**src/rtl/prog_loader_pkg.sv**
```systemverilog
// Shared types and constants for the X9 program loader.
package prog_loader_pkg;

    typedef enum logic [2:0] {
        IDLE,
        LOAD,
        HOLD,
        RUN,
        DONE
    } loader_state_t;

    localparam int IW_DEF  = 9;
    localparam int D_DEF   = 12;
    localparam int ERR_OVF = 0;
    localparam int ERR_SUM = 1;

endpackage

```
**src/rtl/sat_counter.sv**
```systemverilog
// Saturating up-counter with synchronous clear (clear beats enable).
module sat_counter #(
    parameter int W = 8
) (
    input  logic         clk_i,
    input  logic         rst_ni,
    input  logic         clr_i,
    input  logic         en_i,
    output logic [W-1:0] q_o
);

    logic [W-1:0] q_q;

    always_ff @(posedge clk_i or negedge rst_ni) begin
        if (!rst_ni) begin
            q_q <= '0;
        end else if (clr_i) begin
            q_q <= '0;
        end else if (en_i && q_q != {W{1'b1}}) begin
            q_q <= q_q + 1'b1;
        end
    end

    assign q_o = q_q;

endmodule

```
**src/rtl/prog_loader.sv**
```systemverilog
// Streams a program into instruction memory, then runs the X9 core and times it.
// Optional PROG_CHECKSUM_EN: XOR checksum of the program checked on the last word.
module prog_loader
    import prog_loader_pkg::*;
#(
    parameter int D        = D_DEF,
    parameter int IW       = IW_DEF,
    parameter int HOLD_CYC = 4,
    parameter int CW       = 16
) (
    input  logic          clk,
    input  logic          reset,
    input  logic          s_valid,
    output logic          s_ready,
    input  logic [IW-1:0] s_data,
    input  logic          s_last,
    input  logic [IW-1:0] exp_sum,
    input  logic          req,
    input  logic          core_done,
    output logic          im_wr_en,
    output logic [D-1:0]  im_addr,
    output logic [IW-1:0] im_wr_dat,
    output logic          core_rst,
    output logic          busy,
    output logic          done,
    output logic [D:0]    words,
    output logic [CW-1:0] cyc_cnt,
    output logic [1:0]    err
);

    localparam int HW = $clog2(HOLD_CYC + 1);

    loader_state_t state_q, state_d;
    logic          s_ready_q, im_wr_en_q, core_rst_q, busy_q, done_q;
    logic [D-1:0]  im_addr_q;
    logic [IW-1:0] im_wr_dat_q;
    logic [D:0]    words_q, words_d;
    logic [1:0]    err_q, err_d;
    logic [HW-1:0] hold_cnt;
    logic [D-1:0]  idx;
    logic          accept, start, rerun, top, fin, ovf, bad, hold_end;

    assign accept = s_valid && s_ready_q;
    assign start  = accept && (state_q == IDLE || state_q == DONE);
    assign rerun  = req && !accept && state_q == DONE;
    assign idx    = start ? '0 : words_q[D-1:0];
    assign top    = (idx == {D{1'b1}});
    assign fin    = accept && (s_last || top);
    assign ovf    = accept && top && !s_last;

    // The write cycle itself is not part of the hold window.
    assign hold_end = state_q == HOLD && !im_wr_en_q
                      && hold_cnt == HW'(HOLD_CYC - 1);

`ifdef PROG_CHECKSUM_EN
    logic [IW-1:0] sum_q, sum_d;

    assign sum_d = (start ? '0 : sum_q) ^ s_data;
    assign bad   = accept && s_last && (sum_d != exp_sum);

    always_ff @(posedge clk or negedge reset) begin
        if (!reset) begin
            sum_q <= '0;
        end else if (accept) begin
            sum_q <= sum_d;
        end
    end
`else
    logic unused_sum;

    assign unused_sum = ^exp_sum;
    assign bad        = 1'b0;
`endif

    always_comb begin
        state_d = state_q;
        if (accept) begin
            state_d = fin ? (bad ? DONE : HOLD) : LOAD;
        end else begin
            unique case (state_q)
                HOLD:    if (hold_end) state_d = RUN;
                RUN:     if (core_done) state_d = DONE;
                DONE:    if (req) state_d = HOLD;
                default: state_d = state_q;
            endcase
        end
    end

    always_comb begin
        err_d = err_q;
        if (start) err_d = '0;
        if (ovf) err_d[ERR_OVF] = 1'b1;
        if (bad) err_d[ERR_SUM] = 1'b1;
        if (rerun) err_d[ERR_SUM] = 1'b0;
    end

    always_comb begin
        words_d = words_q;
        if (start) words_d = (D+1)'(1);
        else if (accept) words_d = words_q + 1'b1;
    end

    sat_counter #(.W(CW)) u_cyc (
        .clk_i  (clk),
        .rst_ni (reset),
        .clr_i  (start || rerun),
        .en_i   (state_q == RUN && !core_done),
        .q_o    (cyc_cnt)
    );

    sat_counter #(.W(HW)) u_hold (
        .clk_i  (clk),
        .rst_ni (reset),
        .clr_i  (state_q != HOLD),
        .en_i   (!im_wr_en_q),
        .q_o    (hold_cnt)
    );

    always_ff @(posedge clk or negedge reset) begin
        if (!reset) begin
            state_q     <= IDLE;
            s_ready_q   <= 1'b0;
            im_wr_en_q  <= 1'b0;
            im_addr_q   <= '0;
            im_wr_dat_q <= '0;
            core_rst_q  <= 1'b1;
            busy_q      <= 1'b0;
            done_q      <= 1'b0;
            words_q     <= '0;
            err_q       <= '0;
        end else begin
            state_q    <= state_d;
            s_ready_q  <= state_d inside {IDLE, LOAD, DONE};
            busy_q     <= state_d inside {LOAD, HOLD, RUN};
            done_q     <= state_d == DONE;
            core_rst_q <= state_d != RUN;
            im_wr_en_q <= accept;
            if (accept) begin
                im_addr_q   <= idx;
                im_wr_dat_q <= s_data;
            end
            words_q <= words_d;
            err_q   <= err_d;
        end
    end

    assign s_ready   = s_ready_q;
    assign im_wr_en  = im_wr_en_q;
    assign im_addr   = im_addr_q;
    assign im_wr_dat = im_wr_dat_q;
    assign core_rst  = core_rst_q;
    assign busy      = busy_q;
    assign done      = done_q;
    assign words     = words_q;
    assign err       = err_q;

endmodule

```
**config.mk**
```make
export PLATFORM = sky130hd
export DESIGN_NAME = prog_loader
export DESIGN_NICKNAME = d
export VERILOG_FILES = /design/src/rtl/prog_loader_pkg.sv /design/src/rtl/sat_counter.sv /design/src/rtl/prog_loader.sv
export SDC_FILE = /design/constraint.sdc
export NUM_CORES = 1
export LEC_CHECK = 0
export ABC_AREA = 1
export CORE_MARGIN = 4
export CORE_UTILIZATION = 53
export DETAILED_ROUTE_END_ITERATION = 12
export GPL_ROUTABILITY_DRIVEN = 0
export GPL_TIMING_DRIVEN = 0
export PLACE_DENSITY = 0.86
export SETUP_SLACK_MARGIN = 0.3
export SLEW_MARGIN = 5
export SYNTH_ARGS = -nofsm -noshare
export SYNTH_HDL_FRONTEND = slang
export SYNTH_HIERARCHICAL = 1
export SYNTH_SLANG_ARGS = --single-unit
```
**constraint.sdc**
```tcl
create_clock -name clk -period 3.1 [get_ports clk]
set_input_delay 0.62 -clock clk [delete_from_list [all_inputs] [get_ports clk]]
set_output_delay 0.62 -clock clk [all_outputs]
set_load 0.005 [all_outputs]
```
==> impl_metrics.toml, run 1 <==
[die]
rows = 28
chipWidth_microns = 86.26
dieArea_sq_mm = 0.007440
design.core.area_sq_mm = 0.005921
start_util = 0.5482
num_io_pins = 81
die_h_microns = 86.26

[place]
port_buffers = 70
placed_cells = 549
hpwlAfterDp_microns = 5598
place_area_sq_mm = 0.004038

[worst_setup_path]
timing.rr.start = "s_ready$_DFF_PN0_"
cp.arrival_ps = 2590
critPathKind = "in -> reg"
cp-endpoint = "u_cyc/q_o[8]$_DFFE_PN0P_"
endpoint_kind = "register"
start_kind = "input pin"
rrSetupSlack_ps = 1110
path_max_fanout = 10
rr_worst_depth = 9
critPathRequiredTime_ps = 3370
r2r_end = "u_cyc/q_o[8]$_DFFE_PN0P_"
crit_start = "s_valid"

[yosys]
yosys_warnings = 6
yosysMostFrequentCell = "nand2_1"
synth_top_cell_by_area = "dfrtp_1"
synth.area.mux_share = 0
syn_inst = 404
synthArstFlopShare = 1.000
synth-edff-count = 0
avgSynthCellArea_sq_um = 8.034
synth_top_area_share = 0.4703
synthTopCellsByArea = "dfrtp_1 47%, nand2_1 15%, nand3_1 4.6%"
synth_top_family_by_area = "simple AND/OR/NAND/NOR gates"
synth_fa_ha_area_frac = 0.01542
ys_top_cells_by_count = "134 x nand2_1, 61 x dfrtp_1, 34 x nor2_1"
synth-main-ff-cell = "dfrtp_1"
synth_seq_area_share = 0.4784
synthesis.nets = 432
ys_types = 35
syn_area_sq_mm = 0.003246
synth.ff_latch_count = 62
synth_simple_gate_area_frac = 0.3535
synth-compound-area-share = 0.06746
synthXorXnorAreaFrac = 0.01619

[sta]
setup_viol = 0
fmax_ghz = 0.4305
final-hold-violation-count = 0
tns_ps = 0
rsz0062_at_grt = "false"
relSlewSlack = 0.4844
clock_skew_ps = 8.988
slew_viol_final = 0
period_minus_slack_ps = 2323
tightest_slew_ps = 773.4
period_share = 0.7493

[finish]
final_nets = 513
seqCellArea_sq_mm = 0.001553
diodes = 0
finalNonFillerCells = 565
multi_input_area_sq_mm = 0.001473
drive_gt1_frac = 0.1224
final_cell_area_sq_mm = 0.004200
nFillCells = 492
area_growth_pct = 29.41

[global_routing]
grt_pass1_vias = 2949
grt_pass1_wl_microns = 13320
grt_max_degree = 63
antenna_found_initial = 0
grt_util_all_layers = 0.2248
grt.overflow.total = 0

[outcome]
status = "finished, final reports clean"

[power]
p_total_mw = 2.745
p_leak_nw = 1.972
ir_drop_uv = 423.3
p_per_area_mw_per_mm2 = 653.5

[clocking]
path_clk_slew_ps = 70
clockBufferDepth = 2
cts_made_buffers = 9
cts_tree = "yes"
cts_resized = 0
post_cts_buffers = 0
htreeDepth = 3
root_buffer = "clkbuf_8"
clock_latency_ps = 330
cts_hold_repair.buffers = 0
numClockSinks = 62

[detailed_routing]
wl_microns = 7748
via_per_inst = 5.253
antenna_left = 0
drc = 0
vias = 2968
routedWlPerCell_microns = 13.71
drtPass1Iterations = 4
drt_iter0_markers = 174

[run]
drv_cap = 0

[hold_path]
hold_path.class = "in -> async"
-- placed cells by master (no fill, tap or decap), types with 8 or more instances in the layout --
cell	count
nand2_1	134
clkdlybuf4s50_1	69
dfrtp_1	61
nor2_1	34
inv_1	31
nand3_1	30
o21ai_0	15
nand4_1	14
clkbuf_8	10
a21oi_1	9
buf_2	8
-- cells by family (layout without fill, tap and decap cells) --
kind of cell    count (synthesis)  after routing
buf+inv                        49            135
simple gates                  246            246
fa+ha+maj                       4              4
other cells                     1              1
xor+xnor                        6              6
flops                          62             62
compound gates                 36             36
-- flip-flops by register name (all words and copies together) (netlist names), 3 cells and up --
| register | flops |
|---|---|
| u_cyc/q_o | 16 |
| words | 13 |
| im_addr | 12 |
| im_wr_dat | 9 |
| state_q | 3 |
| u_hold/q_o | 3 |
-- final cells by class --
class                      instances  area share
sequential                        62      0.3697
multi-input combinational        293      0.3506
timing repair buffer              70      0.1662
clock buffer                      14     0.03634
inverter                          37     0.03366
tap                               75     0.02234
buffer                            12     0.01877
clock inverter                     2    0.002383
-- worst max-delay path, stage by stage --
cell	delay, ps
clkdlybuf4s50_1	420
nand2_2	150
inv_2	90
nand2_4	110
buf_2	220
nand2_1	120
inv_1	190
buf_1	410
nand4_1	160
nand2_1	100
-- report_power, final --
| part | internal, mW | switching, mW |
|---|---|---|
| registers | 0.977 | 0.153 |
| logic | 0.465 | 0.539 |
| clock network | 0.311 | 0.299 |
| total | 1.75 | 0.992 |
-- worst min-delay path by stage --
stage / from / end / depth (start not counted)
after CTS: reset / u_cyc/q_o[1]$_DFFE_PN0P_ / 1
after floorplan: reset / busy$_DFF_PN0_ / 0
after global placement: im_wr_dat[3]$_DFFE_PN0P_ / im_wr_dat[3]$_DFFE_PN0P_ / 2
after global routing: reset / u_cyc/q_o[1]$_DFFE_PN0P_ / 1
final: reset / u_hold/q_o[0]$_DFFE_PN0P_ / 1
after detailed placement: im_wr_dat[0]$_DFFE_PN0P_ / im_wr_dat[0]$_DFFE_PN0P_ / 2
-- layer usage --
layer	share of wire	GRT usage	vias to the layer above
met2	0.49	0.3728	93
met1	0.43	0.2862	1403
met4	0.0098	0.08357	0
li1	-	-	1462
met5	0	0	-
met3	0.069	0.05513	10
-- stage by stage --
stage	setup WS, ps	hold WS (ps)	util
3_3_place_gp	-566.9	461.6	0.6824
2_1_floorplan	1297	324.4	-
3_5_place_dp	460.2	469.4	0.6820
5_1_grt	683.0	430.1	0.7094
6_report	777.3	355.4	0.7094
4_1_cts	808.1	391.0	0.7094
(Power assumes the default switching activity.)
==> run 2, diff against run 1 <==
--- a/config.mk
+++ b/config.mk
@@ -7,11 +7,11 @@
 export LEC_CHECK = 0
 export ABC_AREA = 1
 export CORE_MARGIN = 4
-export CORE_UTILIZATION = 53
+export CORE_UTILIZATION = 45
 export DETAILED_ROUTE_END_ITERATION = 12
 export GPL_ROUTABILITY_DRIVEN = 0
 export GPL_TIMING_DRIVEN = 0
-export PLACE_DENSITY = 0.86
+export PLACE_DENSITY = 0.78
 export SETUP_SLACK_MARGIN = 0.3
 export SLEW_MARGIN = 5
 export SYNTH_ARGS = -nofsm -noshare
==> constraint.sdc (replaced) <==
create_clock -name clk -period 2.1 [get_ports clk]
set_input_delay 0.42 -clock clk [delete_from_list [all_inputs] [get_ports clk]]
set_output_delay 0.42 -clock clk [all_outputs]
set_load 0.005 [all_outputs]
==> run 2 against run 1 <==
Hold slack got worse by 190 ps. Utilization is 8.4 points lower. Count of clock-buffer cells in the layout shrank 2. Setup slack worse by 440 ps. Die area up 16%. Combinational power increased by 51%. Critical path depth is 9 lower.
==> impl_metrics.toml, run 2 (same netlist as run 1, synthesis figures left out) <==
[detailed_routing]
wl_microns = 7982
vias = 2974
drt_iter0_markers = 153
drtPass1Iterations = 4
antenna_left = 0
via_per_inst = 5.084
drc = 0
routedWlPerCell_microns = 13.64

[place]
hpwlAfterDp_microns = 5740
dp_slack_ps = -341.9
port_buffers = 70

[sta]
tns_ps = 0
slew_viol_final = 0
relSlewSlack = 0.4819
period_minus_slack_ps = 1760
setup_viol = 0
clock_skew_ps = 4.932
period_share = 0.8381
tightest_slew_ps = 777.2
final-hold-violation-count = 0
fmax_ghz = 0.5682
setup_ws_ps = 339.9
rsz0062_at_grt = "false"

[global_routing]
grtUsageMet1 = 0.2393
grt_util_all_layers = 0.1965
grt_pass1_vias = 2959
grtUsageMet2 = 0.3323
grt_pass1_wl_microns = 13410
grt_max_degree = 63
grt_use_met3 = 0.04305
busiest_layer = "met2"
grt.overflow.total = 0
antenna_found_initial = 0

[worst_setup_path]
critPathKind = "reg -> out"
path_buf_inv = 1
max_stage_delay_ps = 540
crit_chain = "clkdlybuf4s50_1"
cp_slowest_cell = "clkdlybuf4s50_1"
rrSetupSlack_ps = 420
cp_top_family = "buffers and inverters"
rr_worst_depth = 10
crit_start = "u_cyc/q_o[4]$_DFFE_PN0P_"
cp.depth = 1
critPathRequiredTime_ps = 1680
start_kind = "register"
endpoint_kind = "primary output"
timing.rr.start = "u_cyc/q_o[1]$_DFFE_PN0P_"
cp.arrival_ps = 1340
path_max_fanout = 5

[finish]
area_growth_pct = 33.15
final_common_cell = "nand2_1"
diodes = 0
final_nets = 513
largest_reg_flops = 16
drive_gt1_frac = 0.1534
final_cell_mix = "133 x nand2_1, 68 x clkdlybuf4s50_1, 52 x dfrtp_1"

[die]
dieArea_sq_mm = 0.008635
chipWidth_microns = 92.93
die_h_microns = 92.93
start_util = 0.4699
num_io_pins = 81
design.core.area_sq_mm = 0.006907
rows = 30

[clocking]
clockBufferDepth = 2
cts_hold_repair.buffers = 0
cts_made_buffers = 9
numClockSinks = 62
root_buffer = "clkbuf_8"
path_clk_slew_ps = 70
cts_tree = "yes"
post_cts_buffers = 0
clock_latency_ps = 340
htreeDepth = 3

[power]
p_leak_nw = 1.999
ir_drop_uv = 651.1
p_per_area_mw_per_mm2 = 1014
p_total_mw = 4.380

[outcome]
status = "finished, final reports clean"

[run]
drv_cap = 0

[hold_path]
hold_path.class = "in -> async"
-- run 2: changes by cell type in the layout (fill, tap and decap cells not counted), sizes merged --
cell	delta
clkdlybuf4s50	-1
dlymetal6s2s	+1
buf	-1
clkinvlp	+1
clkinv	-2
clkbuf	-1
bufinv	+2
-- run 2: power by group --
group / leakage, nW / total [mW] / switching, mW / internal, mW
Combinational: 1.08 / 1.51 / 0.808 / 0.707
Sequential: 0.812 / 1.68 / 0.227 / 1.45
Clock: 0.109 / 1.19 / 0.462 / 0.727
Total: 2.00 / 4.38 / 1.50 / 2.88
-- run 2: layer usage --
| metal | up-vias | share of wire |
|---|---|---|
| li1 | 1462 | - |
| met2 | 87 | 0.50 |
| met3 | 14 | 0.053 |
| met5 | - | 0 |
| met4 | 0 | 0.016 |
| met1 | 1411 | 0.43 |
-- run 2: cell type report --
| type | count | area [sq um] |
|---|---|---|
| inverter | 37 | 143.9 |
| multi-input combinational | 293 | 1483 |
| tap | 96 | 120.1 |
| timing repair buffer | 70 | 700.7 |
| clock buffer | 12 | 155.1 |
| buffer | 12 | 87.58 |
| clock inverter | 3 | 67.56 |
| sequential | 62 | 1564 |
| fill | 605 | 2585 |
-- run 2: stage by stage --
| step | cell area [sq um] | cells | hold WS (ps) | util |
|---|---|---|---|---|
| finish | 4322 | 585 | 164.4 | 0.6257 |
| global route | 4322 | 585 | 225.5 | 0.6257 |
| detailed placement | 4064 | 570 | 468.0 | 0.5884 |
| CTS | 4298 | 585 | 178.7 | 0.6223 |
| floorplan | 3246 | 404 | 124.4 | - |
| global placement | 4066 | 570 | 465.5 | 0.5888 |
-- run 2: final timing paths --
check | end
setup / recovery | cyc_cnt[4]
hold reg to reg | im_addr[11]$_DFFE_PN0P_
hold / removal | u_hold/q_o[0]$_DFFE_PN0P_
setup reg to reg | u_cyc/q_o[10]$_DFFE_PN0P_
max in group asynchronous | words[0]$_DFFE_PN0P_
min in group clk | im_addr[11]$_DFFE_PN0P_
-- run 2: what timing repair did --
item / CTS / global route
endpoints found under the hold margin: 0 / 0
gates resized for setup: 8 / 12
endpoints found under the setup margin: 19 / 20
==> run 3, diff against run 2 <==
--- a/config.mk
+++ b/config.mk
@@ -7,11 +7,11 @@
 export LEC_CHECK = 0
 export ABC_AREA = 1
 export CORE_MARGIN = 4
-export CORE_UTILIZATION = 45
+export CORE_UTILIZATION = 49
 export DETAILED_ROUTE_END_ITERATION = 12
 export GPL_ROUTABILITY_DRIVEN = 0
 export GPL_TIMING_DRIVEN = 0
-export PLACE_DENSITY = 0.78
+export PLACE_DENSITY = 0.81
 export SETUP_SLACK_MARGIN = 0.3
 export SLEW_MARGIN = 5
 export SYNTH_ARGS = -nofsm -noshare
==> constraint.sdc (replaced) <==
create_clock -name clk -period 1.85 [get_ports clk]
set_input_delay 0.37 -clock clk [delete_from_list [all_inputs] [get_ports clk]]
set_output_delay 0.37 -clock clk [all_outputs]
set_load 0.005 [all_outputs]
==> run 3 against run 2 <==
Non-clock buffer count grew 53. Utilization rose by 12 points. Critical path depth rose by 9. Largest cell class is now multi-input gates. Cell area is 11% higher. Clock power up 13%.
==> impl_metrics.toml, run 3 (same netlist as run 1, synthesis figures left out) <==
[outcome]
status = "finished, final reports clean"

[sta]
tightest_slew_ps = 782.6
final-hold-violation-count = 0
period_minus_slack_ps = 1589
period_share = 0.8587
clock_skew_ps = 9.765
fmax_ghz = 0.6295
setup_viol = 0
relSlewSlack = 0.4783
tns_ps = 0
hold_ws_ps = 111.5
rsz0062_at_grt = "true"
slew_viol_final = 0

[die]
chipWidth_microns = 89.39
dieArea_sq_mm = 0.007990
start_util = 0.5082
num_io_pins = 81
die_h_microns = 89.39
design.core.area_sq_mm = 0.006386
rows = 29

[worst_setup_path]
rr_worst_depth = 10
cp_slowest_cell = "dfrtp_2"
cpMostUsedCell = "nand2_1"
critPathKind = "reg -> reg"
critPathRequiredTime_ps = 2140
cp.arrival_ps = 1870
timing.rr.start = "u_cyc/q_o[6]$_DFFE_PN0P_"
start_kind = "register"
endpoint_kind = "register"
path_max_fanout = 5
r2r_end = "u_cyc/q_o[1]$_DFFE_PN0P_"
rrSetupSlack_ps = 260
crit_chain = "buf_4 > nand2_1 > nor2_4 > nand2_4 > o21ai_4 > nand2_4 > inv_6 > clkbuf_16 > nand2_1 > nand2_1"
max_stage_delay_ps = 370

[global_routing]
grt_pass1_vias = 3232
grt_pass1_wl_microns = 14810
grt_util_all_layers = 0.2426
grt.overflow.total = 0
antenna_found_initial = 0
grt_max_degree = 63

[power]
switchingPower_mw = 1.929
p_total_mw = 5.349
power_switching_share = 0.3605
clkPwrFrac = 0.252
p_int_mw = 3.421
p_leak_nw = 2.526
ir_drop_uv = 759.6
power_frac_comb = 0.404
p_seq_frac = 0.344
p_per_area_mw_per_mm2 = 1118

[place]
port_buffers = 70
hpwlAfterDp_microns = 5776
placed_cells = 551

[finish]
largest_reg_flops = 16
finalNonFillerCells = 620
diodes = 0
final_cell_mix = "120 x nand2_1, 55 x dlygate4sd2_1, 52 x buf_4"
drive_gt1_frac = 0.2910
final_nets = 566
final_common_cell = "nand2_1"
area_growth_pct = 47.38

[detailed_routing]
drtPass1Iterations = 5
top_layer = "met4"
via_per_inst = 5.489
antenna_left = 0
routedWlPerCell_microns = 15.56
wl_microns = 9650
drt_iter0_markers = 231
met3WireLength_microns = 797
drc = 0
vias = 3403
dr_wl_met2_microns = 4730
met1Wirelength_microns = 3769

[clocking]
path_clk_slew_ps = 80
numClockSinks = 62
htreeDepth = 3
cts_tree = "yes"
clock_latency_ps = 340
cts_made_buffers = 9
clockBufferDepth = 2
root_buffer = "clkbuf_8"
cts_hold_repair.buffers = 0

[run]
drv_cap = 0

[hold_path]
hold_path.class = "in -> async"
-- run 3: cell types whose count changed in the layout (fill, tap and decap cells not counted), sizes merged --
| cell | change |
|---|---|
| clkdlybuf4s50 | -56 |
| dlygate4sd2 | +55 |
| buf | +53 |
| clkbuf | -2 |
| clkinv | +2 |
| clkinvlp | +1 |
| dlymetal6s2s | +1 |
-- run 3: timing repair --
action                                  CTS  global route
resized for setup                        76            41
buffers inserted                         37            15
endpoints found under the setup margin   72            20
cloned                                    0             1
pin swaps                                 3            15
-- run 3: power groups by stage --
| stage | clock (mW) | combinational [mW] | sequential [mW] |
|---|---|---|---|
| 6_report | 1.35 | 2.16 | 1.84 |
| 5_1_grt | 1.43 | 2.34 | 1.88 |
| 4_1_cts | 1.35 | 1.82 | 1.83 |
| 3_5_place_dp | 0 | 1.69 | 1.91 |
| 3_3_place_gp | 0 | 1.65 | 1.90 |
| 2_1_floorplan | 0 | 0.907 | 1.89 |
-- run 3: cell type report --
cell class,instances,area [sq um]
Fill cell,462,1603
Inverter,37,148.9
Tap cell,77,96.34
Buffer,12,98.84
Timing Repair Buffer,123,1065
Clock buffer,10,137.6
Multi-Input combinational cell,293,1585
Sequential cell,62,1567
Clock inverter,6,85.08
-- run 3: per-layer routing --
layer | global-route usage | vias up
li1 | - | 1571
met1 | 0.3071 | 1610
met2 | 0.3958 | 185
met3 | 0.05530 | 37
met4 | 0.1096 | 0
met5 | 0 | -
-- run 3: critical path: cells and delay by family (launching register included) --
kind	cells	cell delay, ps
compound gates	1	200
buf+inv	3	380
flops	1	370
simple gates	6	570
-- run 3: how the worst max path moves through the flow --
stage	start	end	slack, ps	cells after the start
2_1_floorplan	u_cyc/q_o[0]$_DFFE_PN0P_	u_cyc/q_o[10]$_DFFE_PN0P_	380	9
3_5_place_dp	s_valid	u_cyc/q_o[11]$_DFFE_PN0P_	-360	10
4_1_cts	s_ready$_DFF_PN0_	u_cyc/q_o[8]$_DFFE_PN0P_	280	12
5_1_grt	u_cyc/q_o[6]$_DFFE_PN0P_	u_cyc/q_o[5]$_DFFE_PN0P_	190	10
6_report	u_cyc/q_o[6]$_DFFE_PN0P_	u_cyc/q_o[1]$_DFFE_PN0P_	260	10
3_3_place_gp	reset	im_wr_dat[4]$_DFFE_PN0P_	-1590	1
-- run 3: per-stage QoR --
stage	setup slack [ps]	utilization	cell area (sq um)
floorplan	377.2	-	3247
global placement	-1585	0.6332	4044
detailed placement	-356.9	0.6328	4041
CTS	278.2	0.7071	4516
global route	187.3	0.7490	4783
finish	261.4	0.7490	4783
